$ cat src/rtl/cpu_pkg.sv
// Shared types and constants for the instruction fetch stage.
package cpu_pkg;

    typedef enum logic [1:0] {
        IDLE  = 2'd0,
        FETCH = 2'd1,
        HOLD  = 2'd2
    } fetch_state_t;

    localparam int unsigned PC_STEP       = 4;
    localparam int unsigned OPCODE_MSB    = 31;
    localparam int unsigned OPCODE_LSB    = 26;
    localparam int unsigned JUMP_TARGET_W = 26;

    // Extracts the primary opcode field that decode feeds to control.
    function automatic logic [OPCODE_MSB-OPCODE_LSB:0] opcode_of(input logic [31:0] instr);
        return instr[OPCODE_MSB:OPCODE_LSB];
    endfunction

endpackage

$ cat src/rtl/fetch_unit_next_pc_logic.sv
// Combinational next-PC selection: jump beats taken branch beats fall-through.
module next_pc_logic
    import cpu_pkg::*;
(
    input  logic [31:0]              pc_plus4,
    input  logic [JUMP_TARGET_W-1:0] jump_field,
    input  logic                     branch,
    input  logic                     zero,
    input  logic                     jump,
    input  logic [31:0]              branch_imm,
    output logic [31:0]              next_pc
);

    // Pick the retire target; the branch offset is in words, so scale by 4.
    always_comb begin
        next_pc = pc_plus4;
        if (jump) begin
            next_pc = {pc_plus4[31:28], jump_field, 2'b00};
        end else if (branch && zero) begin
            next_pc = pc_plus4 + (branch_imm << 2);
        end
    end

endmodule

$ cat src/rtl/fetch_unit.sv
// Instruction fetch stage: PC, imem req/ack handshake, instruction register
// and retire counter.
module fetch_unit
    import cpu_pkg::*;
#(
    parameter logic [31:0] RESET_PC = 32'h0000_0000
) (
    input  logic        clk,
    input  logic        rst_n,
    output logic        imemReq,
    output logic [31:0] imemAddr,
    input  logic        imemAck,
    input  logic [31:0] imemRdata,
    output logic        instrValid,
    input  logic        instrReady,
    output logic [31:0] instruction,
    output logic [31:0] pc,
    output logic [31:0] pcPlus4,
    input  logic        branch,
    input  logic        zero,
    input  logic        jump,
    input  logic [31:0] branchImm,
    output logic [31:0] retireCount
);

    fetch_state_t state_q, state_d;
    logic [31:0]  pc_q, pc_d;
    logic [31:0]  instr_q, instr_d;
    logic [31:0]  count_q, count_d;
    logic         req_q, req_d;
    logic         valid_q, valid_d;
    logic [31:0]  pc_plus4;
    logic [31:0]  next_pc;

    assign pc_plus4 = pc_q + PC_STEP;

    next_pc_logic u_next_pc (
        .pc_plus4   (pc_plus4),
        .jump_field (instr_q[JUMP_TARGET_W-1:0]),
        .branch     (branch),
        .zero       (zero),
        .jump       (jump),
        .branch_imm (branchImm),
        .next_pc    (next_pc)
    );

    // Next-state logic; req/valid are computed alongside the state so they leave as flops.
    always_comb begin
        state_d = state_q;
        pc_d    = pc_q;
        instr_d = instr_q;
        count_d = count_q;
        req_d   = req_q;
        valid_d = valid_q;
        case (state_q)
            IDLE: begin
                state_d = FETCH;
                req_d   = 1'b1;
            end
            FETCH: begin
                if (imemAck) begin
                    instr_d = imemRdata;
                    state_d = HOLD;
                    req_d   = 1'b0;
                    valid_d = 1'b1;
                end
            end
            HOLD: begin
                if (instrReady) begin
                    pc_d    = next_pc;
                    count_d = count_q + 32'd1;
                    state_d = FETCH;
                    req_d   = 1'b1;
                    valid_d = 1'b0;
                end
            end
            default: begin
                state_d = IDLE;
                req_d   = 1'b0;
                valid_d = 1'b0;
            end
        endcase
    end

    // State registers; reset abandons any in-flight fetch or held instruction.
    always_ff @(posedge clk or negedge rst_n) begin
        if (!rst_n) begin
            state_q <= IDLE;
            pc_q    <= RESET_PC;
            instr_q <= 32'h0;
            count_q <= 32'h0;
            req_q   <= 1'b0;
            valid_q <= 1'b0;
        end else begin
            state_q <= state_d;
            pc_q    <= pc_d;
            instr_q <= instr_d;
            count_q <= count_d;
            req_q   <= req_d;
            valid_q <= valid_d;
        end
    end

    assign imemReq     = req_q;
    assign instrValid  = valid_q;
    assign imemAddr    = pc_q;
    assign pc          = pc_q;
    assign pcPlus4     = pc_plus4;
    assign instruction = instr_q;
    assign retireCount = count_q;

endmodule

$ cat config.mk
export PLATFORM = sky130hd
export DESIGN_NAME = fetch_unit
export DESIGN_NICKNAME = d
export VERILOG_FILES = /design/src/rtl/cpu_pkg.sv /design/src/rtl/fetch_unit_next_pc_logic.sv /design/src/rtl/fetch_unit.sv
export SDC_FILE = /design/constraint.sdc
export NUM_CORES = 1
export LEC_CHECK = 0
export ABC_AREA = 1
export ABC_CLOCK_PERIOD_IN_PS = 7510
export BUFFER_PORTS_ARGS = -buffer_cell sky130_fd_sc_hd__buf_2
export CORE_MARGIN = 4
export CORE_UTILIZATION = 58
export CTS_CLUSTER_DIAMETER = 30
export CTS_CLUSTER_SIZE = 40
export DETAILED_ROUTE_END_ITERATION = 16
export PLACE_DENSITY_LB_ADDON = 0.12
export SLEW_MARGIN = 20
export SYNTH_ARGS = -nofsm -noshare
export SYNTH_HDL_FRONTEND = slang
export SYNTH_SLANG_ARGS = --single-unit
$ cat constraint.sdc
create_clock -name clk -period 7.51 [get_ports clk]
set_input_delay 1.502 -clock clk [delete_from_list [all_inputs] [get_ports clk]]
set_output_delay 1.502 -clock clk [all_outputs]
set_load 0.005 [all_outputs]
== Word level (Yosys, flattened, before mapping) ==
Cells that the tools add are included.
Storage, ports and cells
  register bits after elaboration: 100
  latch bits: 0
  bits in writable memories: 0
  bits in read-only memories: 0
  input bits: 71
  output and inout bits: 162
  word-level logic and storage cells: 31
  memories: 0
Cells by class
  $add $sub $neg: 3
  multipliers: 0
  divide/modulo/power cells: 0
  magnitude comparators: 0
  equality and inequality tests: 4
  shifts and indexed selects: 0
  muxes and demuxes: 11
  bitwise gates (word level): 1
  reduce and logical (&&, ||, !) cells: 6
Operators by type and width (count)
  32-bit 2-to-1 mux: 2
  32-bit by 1-bit adder with 32-bit output, second input constant: 1
  32-bit by 3-bit adder with 32-bit output, second input constant: 1
  32-bit adder: 1
  1-bit case mux with 3 select lines: 2
  2-bit case mux with 3 select lines: 1
  2-bit AND reduction: 3
  1-bit 2-to-1 mux: 4
  2-bit 2-to-1 mux: 2
  2-bit inequality test, second input constant: 2
  3-bit AND reduction: 1
  2-bit by 1-bit == test with 1-bit output, second input constant: 1
  2-bit == test, second input constant: 1
  2-bit logical NOT: 1
  1-bit logical AND: 1
  1-bit NOT: 1

== Depth between registers and ports, before layout ==
Gate-level depths: netlist (run 1).
  depth after elaboration: 4
  gate-level depth with buffers: 23
  depth with buffers taken out: 23

== Cells and area by module ==
A second synthesis (run 1) with hierarchy kept.
Second synthesis, totals
  cell total of the unflattened synthesis: 1174
  area, all modules: 8025.2 µm²
Modules (own cells, without submodules)
  fetch_unit: instances 1, cells an instance 617, area each 5256.3 µm², sequential area each 2477.4 µm²
  next_pc_logic: instances 1, cells an instance 557, area each 2768.9 µm², sequential area each 0.0 µm²

== Worst setup path before layout (run 1) ==
No wires, ideal clock.
  path kind: in2reg
  start: input branchImm[0]
  end: register pc_q[28], in the netlist imemAddr[28]
  setup time: 0.117 ns
  data arrival time: 2.947 ns
  required time: 7.393 ns
  slack: 4.446 ns
  stages on the path: 14
  path buffers: 0
  cells stage by stage: ha_1 -> fa_1 -> nand3_1 -> nand2_1 -> nand2_1 -> nand2_1 -> nand2_1 -> nand2_1 -> nand2_1 -> nand3_1 -> nand3_1 -> nand2_1 -> nand2_1 -> nand2_1
On the way
  longest elaborated chain between the ends: 3
RTL lines
  from (decl): RTL line fetch_unit.sv:22  | input logic [31:0] branchImm,
  32-bit adder: RTL line fetch_unit_next_pc_logic.sv:20  | next_pc = pc_plus4 + (branch_imm << 2);
  32-bit 2-to-1 mux: RTL line fetch_unit_next_pc_logic.sv:19  | end else if (branch && zero) begin
  32-bit 2-to-1 mux: RTL line fetch_unit_next_pc_logic.sv:17  | if (jump) begin
  to (signal assigned): RTL line fetch_unit.sv:96  | pc_q <= pc_d;
  to (decl): RTL line fetch_unit.sv:27  | logic [31:0] pc_q, pc_d;
No other way between the ends.
A chain may end at the register's enable or synchronous reset.

== Worst setup path in the final report (run 1) ==
  start: register pc_q[2], in the netlist imemAddr[2]
  end: output pcPlus4[20]
On the way
  longest elaborated chain between the ends: 1
RTL lines
  32-bit by 3-bit adder with 32-bit output: RTL line fetch_unit.sv:35  | assign pc_plus4 = pc_q + PC_STEP;
  to (decl): RTL line fetch_unit.sv:18  | output logic [31:0] pcPlus4,
No other way between the ends.

==> results.yml, run 1 <==
outcome:
  outcome: "complete, no violations"
layout:
  fin_nets: 1504
  layout-drive-gt1-share: 0.2207
  design_area_um2: 9380
  layout.cells.non_filler: 1576
  diodes: 0
  syn2layout_area_growth_pct: 16.54
  fin_util: 0.7000
  fill_cells: 1195
pwr:
  p_seq_frac: 0.273
  p_sw_frac: 0.4884
  power.leakage_nw: 5.495
  combPwrFrac: 0.588
  p_clk_frac: 0.140
  power.internal_mw: 1.711
  irDropWorstVdd_mv: 0.2670
  pwr_density_cell_nw_per_um2: 356.6
  p_switching_mw: 1.634
floorplan:
  fp.dieH_um: 125.8
  row_count: 42
  top_level_ports: 233
  dieArea_um2: 15830
  core_area_um2: 13400
  die_w_um: 125.8
  initial_core_util: 0.6007
placement:
  gp_congestion: 0.9313
  pre_cts_slack_ps: 3934
  hpwl_mm: 19.98
  portBuffers: 224
  dpl_cell_area_um2: 9079
  placed_cells: 1560
synthesis:
  yosysTopAreaCell: "dfrtp_1"
  avgSynthCellArea_um2: 6.652
  synth-seq-cells: 97
  ys_types: 50
  syn-cell-area_um2: 8049
  yosys-top-cells-area: "dfrtp_1, nand2_1, inv_1"
  synthCells: 1210
  yosys.area.top_type_share: 0.3016
  async_reset_ff_frac: 1.000
  yosysSeqAreaShare: 0.3016
  synth-edff-count: 0
  yosys_warnings: 0
  synth_ff_type: "dfrtp_1"
hold_path:
  hold_end: "retireCount[31]"
  hold_depth: 1
  min_from: "retireCount[31]"
  hp-class: "flop to flop"
sta:
  drv_slew: 0
  finalSetupTns_ps: 0
  fin_crit_ps: 3840
  hold_viol_final: 0
  skew_ps: 8.389
  grt_setup_unrepaired: "false"
  finalCritPeriodShare: 0.5113
  worstMarginPinSlew_ps: 1013
  setup_viol: 0
  setup_slack_ps: 3670
  slew_headroom: 0.3236
  fmax_ghz: 0.2604
route:
  first_pass_iters: 5
  vias_per_cell: 5.214
  drtIter0Drc: 618
  wl_per_cell_um: 15.69
  drc: 0
  drt_wl_total_mm: 24.73
  dr_total_vias: 8218
  drtAntennaViolNets: 0
grt:
  grt_pass1_vias: 7863
  antenna_found_initial: 0
  gr-total-overflow: 0
  grt_use_total: 0.3062
  grt_pass1_wl_mm: 39.55
  grt_max_degree: 71
cts:
  cts_sinks: 97
  clkLatencyLatePin_ps: 350
  cts_resized: 0
  postCtsSetupBuffers: 0
  clkTransAtPathRegs_ps: 70
  cts_made_buffers: 9
  hold_buffers: 0
  cts_max_level: 3
  clock-root-buffer: "clkbuf_16"
  cts_tree: "done"
  clockBufferDepth: 2
worst_setup_path:
  r2r-end: "imemAddr[15]"
  crit_path_max_fanout: 6
  worstPathRequired_ps: 6010
  arrival_ps: 2340
  path_class: "flop to output pin"
  worst_setup_path_end_kind: "output pin"
  rr_worst_depth: 18
  reg2reg_from: "imemAddr[2]"
  r2r_slack_ps: 3840
  startpoint_type: "flop"
  crit_start: "imemAddr[2]"
flow_run:
  drv_cap: 0
-- placed cells by master, fill, tap and decap left out, drive strengths merged, types with 2 or more instances in the layout --
cell type  instances
nand2            381
nand4             16
and2               2
o22ai              4
a21boi             2
inv              204
clkinv             3
or2                3
xor2              34
xnor2             14
a22oi              3
o21ai             27
nand3             83
nor3b              2
nor2             116
o21bai             4
buf              226
nor3              22
ha                37
clkinvlp           2
a21oi             68
dfrtp             97
o31ai              3
mux2              18
nand3b             3
o211ai             3
clkbuf             9
conb               6
-- per-layer routing --
layer	wire [um]	up-vias	track usage
met5	0	-	0
met4	720	0	0.1060
met3	1836	42	0.05123
met2	11640	317	0.5104
met1	10530	3751	0.4058
li1	-	4108	-
-- cell usage after synthesis (all sizes together) (4+ instances only) --
master    n
nand2   381
inv     202
nor2    116
dfrtp    97
nand3    83
a21oi    68
buf      41
ha       37
xor2     34
o21ai    27
nor3     22
mux2     18
clkbuf   16
nand4    16
xnor2    14
o21bai    4
o22ai     4
-- worst max-delay path, cell delays in order, from the launching register on --
cell and delay, ps:
dfrtp_1 530, ha_1 300, nand2_2 90, nor2_4 160
nand2_2 110, nor2_4 160, nand4_1 110, xor2_1 250
inv_1 140, buf_2 150
-- layout make-up --
cell class | instances | area [um^2] | share of cell area
clock buffers | 9 | 225.2 | 0.02401
clock inverters | 7 | 76.32 | 0.008137
inverters | 203 | 762.0 | 0.08123
multi-input cells | 858 | 4531 | 0.4830
flip-flops and latches | 97 | 2427 | 0.2588
well taps | 176 | 220.2 | 0.02348
repair buffers | 226 | 1139 | 0.1214
-- cells by family (layout without fill, tap and decap cells) --
logic type                 after synthesis  count (layout)  synth area share
other                                    1               6         0.0004659
muxes                                   18              18           0.02518
AOI/OAI and AO/OA                      119             119           0.08192
buffers and inverters                  260             445            0.1385
adders and majority gates               38              38           0.06000
DFF                                     97              97            0.3016
and+or+nand+nor                        629             629            0.3401
xor gates and xnor gates                48              48           0.05223
-- worst max path at each step --
stage | to | slack, ps | depth (start not counted)
2_1_floorplan | imemAddr[28] | 4450 | 14
3_3_place_gp | imemAddr[7] | 3940 | 8
3_5_place_dp | imemAddr[7] | 3930 | 8
4_1_cts | pcPlus4[20] | 3690 | 9
5_1_grt | pcPlus4[30] | 3530 | 9
6_report | pcPlus4[20] | 3670 | 9
-- per-stage QoR --
| step | hold WS (ps) | total power [mW] |
|---|---|---|
| after floorplan | 464.7 | 2.196 |
| after global placement | 459.2 | 2.820 |
| after detailed placement | 463.9 | 2.856 |
| after CTS | 483.1 | 3.336 |
| after global routing | 509.4 | 3.640 |
| final | 482.6 | 3.345 |
-- state kept, by name (all words and copies together), names as in the netlist --
signal       flops
instrValid       1
retireCount     32
imemAddr        30
instruction     32
state_q          2
-- power by group through the flow --
stage | clock (mW) | combinational (mW) | sequential (mW)
2_1_floorplan | 0 | 1.31 | 0.886
3_3_place_gp | 0 | 1.91 | 0.907
3_5_place_dp | 0 | 1.94 | 0.914
4_1_cts | 0.472 | 1.96 | 0.908
5_1_grt | 0.492 | 2.20 | 0.943
6_report | 0.467 | 1.97 | 0.912
Note: power is estimated with default switching activity, not from simulation.
==> inputs of run 2 (changes only) <==
ABC_AREA = 0   (was 1)
ABC_CLOCK_PERIOD_IN_PS = 3950   (was 7510)
CORE_UTILIZATION = 51   (was 58)
clock period = 3.95 ns   (was 7.51 ns; I/O delays follow)
==> run 2 against run 1 <==
Net effect: register-to-register slack got worse by 3600 ps; utilization down 5.3 points; cell count decreased by 29%; clock power is 95% higher; critical path depth up 5; routed wire length is 17% lower; first-iteration DRC count shrank 20%; clock skew is 2.2 ps lower; synthesized cell count shrank 39%; via count is 22% lower; flip-flop and latch count unchanged; critical endpoint is now imemAddr[31].
==> results.yml, run 2 <==
floorplan:
  initial_core_util: 0.5282
  fp.dieH_um: 123.3
  core_area_um2: 12820
  top_level_ports: 233
  die_w_um: 123.3
  dieArea_um2: 15190
  row_count: 41
placement:
  portBuffers: 224
  pre_cts_slack_ps: 140.1
  gp_congestion: 0.9346
  hpwl_mm: 15.80
pwr:
  pwr_density_cell_nw_per_um2: 721.9
  irDropWorstVdd_mv: 0.3908
  p_switching_mw: 2.620
  power.leakage_nw: 4.069
  power_mw: 5.990
  combPwrFrac: 0.551
  p_seq_frac: 0.297
  p_sw_frac: 0.4373
  p_clk_frac: 0.152
  power.internal_mw: 3.371
sta:
  setup_viol: 0
  finalCritPeriodShare: 0.9513
  fmax_ghz: 0.2661
  worstMarginPinSlew_ps: 760.8
  drv_slew: 0
  fin_crit_ps: 3758
  slew_headroom: 0.4889
  setup_slack_ps: 192.5
  finalSetupTns_ps: 0
  holdWs_ps: 489.2
  hold_viol_final: 0
  grt_setup_unrepaired: "true"
  skew_ps: 6.206
synthesis:
  yosysMostFrequentCell: "dfrtp_1"
  syn-cell-area_um2: 6774
  ys_types: 69
  synth-edff-count: 0
  yosys_warnings: 0
  yosysSeqAreaShare: 0.3583
  async_reset_ff_frac: 1.000
  synth-seq-cells: 97
  yosys-top-cells-area: "dfrtp_1, ha_1, xnor2_1"
  synthTopCellsByCount: "dfrtp_1, nand2_1, nor2_1, xnor2_1, a21oi_1"
  synth_ff_type: "dfrtp_1"
  yosys.area.top_type_share: 0.3583
  yosysTopAreaCell: "dfrtp_1"
  synthCells: 740
  avgSynthCellArea_um2: 9.154
cts:
  cts_max_level: 3
  cts_resized: 0
  cts_made_buffers: 9
  cts_tree: "done"
  hold_buffers: 0
  cts_sinks: 97
  clkLatencyLatePin_ps: 350
  clock-root-buffer: "clkbuf_16"
  postCtsSetupBuffers: 0
  clockBufferDepth: 2
  clkTransAtPathRegs_ps: 70
route:
  drtAntennaViolNets: 0
  drtIter0Drc: 497
  vias_per_cell: 5.761
  first_pass_iters: 5
  drt_wl_total_mm: 20.46
  drc: 0
  wl_per_cell_um: 18.28
  dr_total_vias: 6447
layout:
  final_cell_mix: "buf_2, dfrtp_1, nand2_1, nor2_1, xnor2_1"
  syn2layout_area_growth_pct: 22.50
  layout-drive-gt1-share: 0.3485
  fin_nets: 1051
  layout_commonest_cell: "buf_2"
  diodes: 0
  fin_util: 0.6470
grt:
  grt_max_degree: 84
  gr-total-overflow: 0
  antenna_found_initial: 0
  grt_pass1_vias: 6329
  grt_pass1_wl_mm: 31.55
  grt_use_total: 0.2652
worst_setup_path:
  r2r-end: "imemAddr[31]"
  reg2reg_from: "imemAddr[13]"
  arrival_ps: 4010
  worstPathRequired_ps: 4210
  startpoint_type: "flop"
  r2r_slack_ps: 190
  rr_worst_depth: 14
  worst_setup_path_end_kind: "flop"
  path_class: "flop to flop"
  crit_path_max_fanout: 6
hold_path:
  hp-class: "input pin to asynchronous set/reset pin"
flow_run:
  drv_cap: 0
outcome:
  outcome: "complete, no violations"
==> run 2: worst max-delay path by stage <==
stage	startpoint	end	slack (ps)
5_1_grt	imemAddr[4]	imemAddr[31]	-40
6_report	imemAddr[13]	imemAddr[31]	190
2_1_floorplan	imemAddr[4]	imemAddr[31]	740
3_3_place_gp	imemAddr[4]	imemAddr[19]	250
4_1_cts	imemAddr[4]	imemAddr[31]	100
3_5_place_dp	imemAddr[4]	imemAddr[31]	140
==> run 2: metrics by stage <==
step | instances | cell area, um^2
2_1_floorplan | 745 | 6793
3_3_place_gp | 1103 | 7935
3_5_place_dp | 1103 | 7935
4_1_cts | 1119 | 8244
5_1_grt | 1119 | 8298
6_report | 1119 | 8298
==> run 2: area by class of cell <==
type,count,area (um^2)
fill,1124,4527
inverter,8,30.03
tap,172,215.2
sequential,97,2432
clock inverter,7,83.83
clock buffer,9,225.2
timing repair buffer,248,1308
multi-input combinational,578,4004
==> run 2: critical path, stage by stage, from the launching register on <==
cell and delay (ps):
dfrtp_1 490, and3_1 270, nand4_1 200, or3b_1 480, xnor2_1 370, ha_1 380
inv_1 110, nor2_1 50, o21a_1 160, o22ai_1 270, nand3b_1 150, o221ai_2 200
xnor2_1 110, and3_1 200, o31ai_2 220
==> run 2: cell families after synthesis <==
| kind of cell | Yosys count | synth area share |
|---|---|---|
| other | 1 | 0.0005536 |
| adder cells (fa/ha/maj) | 38 | 0.07130 |
| AND/OR/NAND/NOR | 250 | 0.1786 |
| flip-flops | 97 | 0.3583 |
| multiplexers | 35 | 0.05763 |
| AO/OA/AOI/OAI | 166 | 0.1651 |
| XOR/XNOR | 83 | 0.1084 |
| buffers and inverters | 70 | 0.06003 |
==> run 2: power groups by stage <==
stage | combinational [mW] | sequential, mW | clock [mW]
after floorplan | 2.14 | 1.70 | 0
after global placement | 3.20 | 1.76 | 0
after detailed placement | 3.26 | 1.77 | 0
after CTS | 3.29 | 1.76 | 0.927
after global routing | 3.63 | 1.83 | 0.968
final | 3.30 | 1.78 | 0.910
==> run 2: per-layer routing <==
layer  wire, um  vias to the layer above  track usage
met5          0                        -            0
met4        615                        0      0.09550
met3       1520                       44      0.05169
met2      10050                      306       0.4516
met1       8273                     3078       0.3357
li1           -                     3019            -
==> inputs of run 3 (changes only) <==
CORE_UTILIZATION = 45   (was 51)
==> run 3 against run 2 <==
Net effect: clock power shrank 2%; critical path type unchanged; clock skew is essentially flat; fmax grew 1.7%; register-to-register slack gained 60 ps; sequential share of layout area shrank 0.16 points; via count shrank 3.0%; flip-flop and latch count is the same; die area grew 12%; non-clock buffer count grew 8; largest power group unchanged; utilization shrank 7.8 points; count of clock-buffer cells in the layout is the same; worst hold slack lost 21 ps.
==> results.yml, run 3 (synthesis results as in run 2) <==
route:
  drtIter0Drc: 322
  drc: 0
  drt_wl_total_mm: 20.21
  dr_total_vias: 6254
  wl_per_cell_um: 17.75
  first_pass_iters: 5
  drtAntennaViolNets: 0
  vias_per_cell: 5.491
layout:
  layout_commonest_cell: "buf_2"
  layout-drive-gt1-share: 0.3476
  fill_cells: 1376
  fin_nets: 1059
  multi_input_area_um2: 3974
  final_cell_mix: "buf_2, dfrtp_1, nand2_1, nor2_1, xnor2_1"
  syn2layout_area_growth_pct: 22.96
  layout.cells.non_filler: 1139
  ff_latch_area_um2: 2429
  diodes: 0
worst_setup_path:
  arrival_ps: 3950
  cp_slowest_stage_delay_ps: 460
  worstPathRequired_ps: 4200
  crit_family: "simple AND/OR/NAND/NOR gates"
  path_buf_inv: 0
  crit_path_max_fanout: 7
  slowest_stage: "dfrtp_1"
  path_class: "flop to flop"
  critical_path.cell_chain: "and4_1, nand3_1, nor2_2, nand3_1, xnor2_1, ha_1, nand4_1, o31ai_1, and2b_1, a21oi_1, o221ai_2, xnor2_1, and3_1, o31ai_2"
  worst_setup_path_end_kind: "flop"
  startpoint_type: "flop"
grt:
  grt_max_degree: 55
  antenna_found_initial: 0
  grt_pass1_vias: 5974
  gr-total-overflow: 0
  grt_pass1_wl_mm: 31.26
  grt_use_total: 0.2317
sta:
  fmax_ghz: 0.2705
  drv_slew: 0
  skew_ps: 6.459
  finalSetupTns_ps: 0
  worstMarginPinSlew_ps: 784.6
  finalCritPeriodShare: 0.9358
  slew_headroom: 0.4750
  grt_setup_unrepaired: "false"
  setup_viol: 0
  fin_crit_ps: 3696
  hold_viol_final: 0
  holdWs_ps: 468.3
placement:
  placed_cells: 1123
  gp_congestion: 0.8711
  portBuffers: 224
  hpwl_mm: 15.91
cts:
  clock-root-buffer: "clkbuf_16"
  cts_sinks: 97
  cts_made_buffers: 9
  cts_tree: "done"
  clockBufferDepth: 2
  clkTransAtPathRegs_ps: 70
  cts_max_level: 3
  clkLatencyLatePin_ps: 330
pwr:
  pwr_density_cell_nw_per_um2: 717.0
  irDropWorstVdd_mv: 0.4440
  power.leakage_nw: 4.077
floorplan:
  top_level_ports: 233
  dieArea_um2: 17080
  die_w_um: 130.7
  row_count: 44
  initial_core_util: 0.4626
  fp.dieH_um: 130.7
  core_area_um2: 14640
hold_path:
  hp-class: "flop to flop"
outcome:
  outcome: "complete, no violations"
flow_run:
  drv_cap: 0
## run 3: layer usage
layer  track usage  part of all wire  up-vias
met2        0.3972              0.49      218
met5             0                 0        -
li1              -                 -     3033
met4       0.04779             0.015        0
met3       0.03740             0.059       23
met1        0.3112              0.44     2980
## run 3: power breakdown
| part | internal, mW | switching [mW] | total, mW |
|---|---|---|---|
| clock | 0.497 | 0.396 | 0.893 |
| combinational | 1.56 | 1.76 | 3.32 |
| sequential | 1.33 | 0.428 | 1.76 |
| total | 3.39 | 2.58 | 5.97 |
## run 3: repair_timing
item,4_1_cts,5_1_grt
buffers inserted,0,0
setup endpoints to repair,0,7
hold buffers,0,0
hold endpoints to repair,0,0
gates resized for setup,0,5
## run 3: worst register-to-register path: cells and delay by family (launching register included)
| family | cells | cell delay (ps) |
|---|---|---|
| AO/OA/AOI/OAI | 4 | 960 |
| XOR/XNOR | 2 | 330 |
| adder cells (fa/ha/maj) | 1 | 400 |
| flip-flops | 1 | 460 |
| AND/OR/NAND/NOR | 7 | 1470 |
## run 3: layout make-up
cell class	count	share of cell area
clock buffers	9	0.02704
inverters	8	0.003605
flip-flops and latches	97	0.2916
well taps	184	0.02764
multi-input cells	578	0.4771
repair buffers	256	0.1637
clock inverters	7	0.009314
## run 3: final timing paths
check,start,to,slack [ps],cells past startpoint
worst max-delay path,imemAddr[5],imemAddr[31],250,14
worst min-delay path,retireCount[31],retireCount[31],470,1
worst max register to register,imemAddr[5],imemAddr[31],250,14
worst min register to register,retireCount[31],retireCount[31],470,1
max in group asynchronous,rst_n,retireCount[17],2650,2
min in group asynchronous,rst_n,retireCount[31],490,1
## run 3: per-stage QoR
stage | instance area [um^2] | setup WS [ps] | total power, mW | util
2_1_floorplan | 6793 | 739.2 | 3.841 | -
3_5_place_dp | 8010 | 194.4 | 5.087 | 0.5470
6_report | 8329 | 253.7 | 5.972 | 0.5688
3_3_place_gp | 8010 | 257.8 | 5.064 | 0.5470
5_1_grt | 8329 | 3.300 | 6.461 | 0.5688
4_1_cts | 8313 | 172.5 | 6.004 | 0.5677
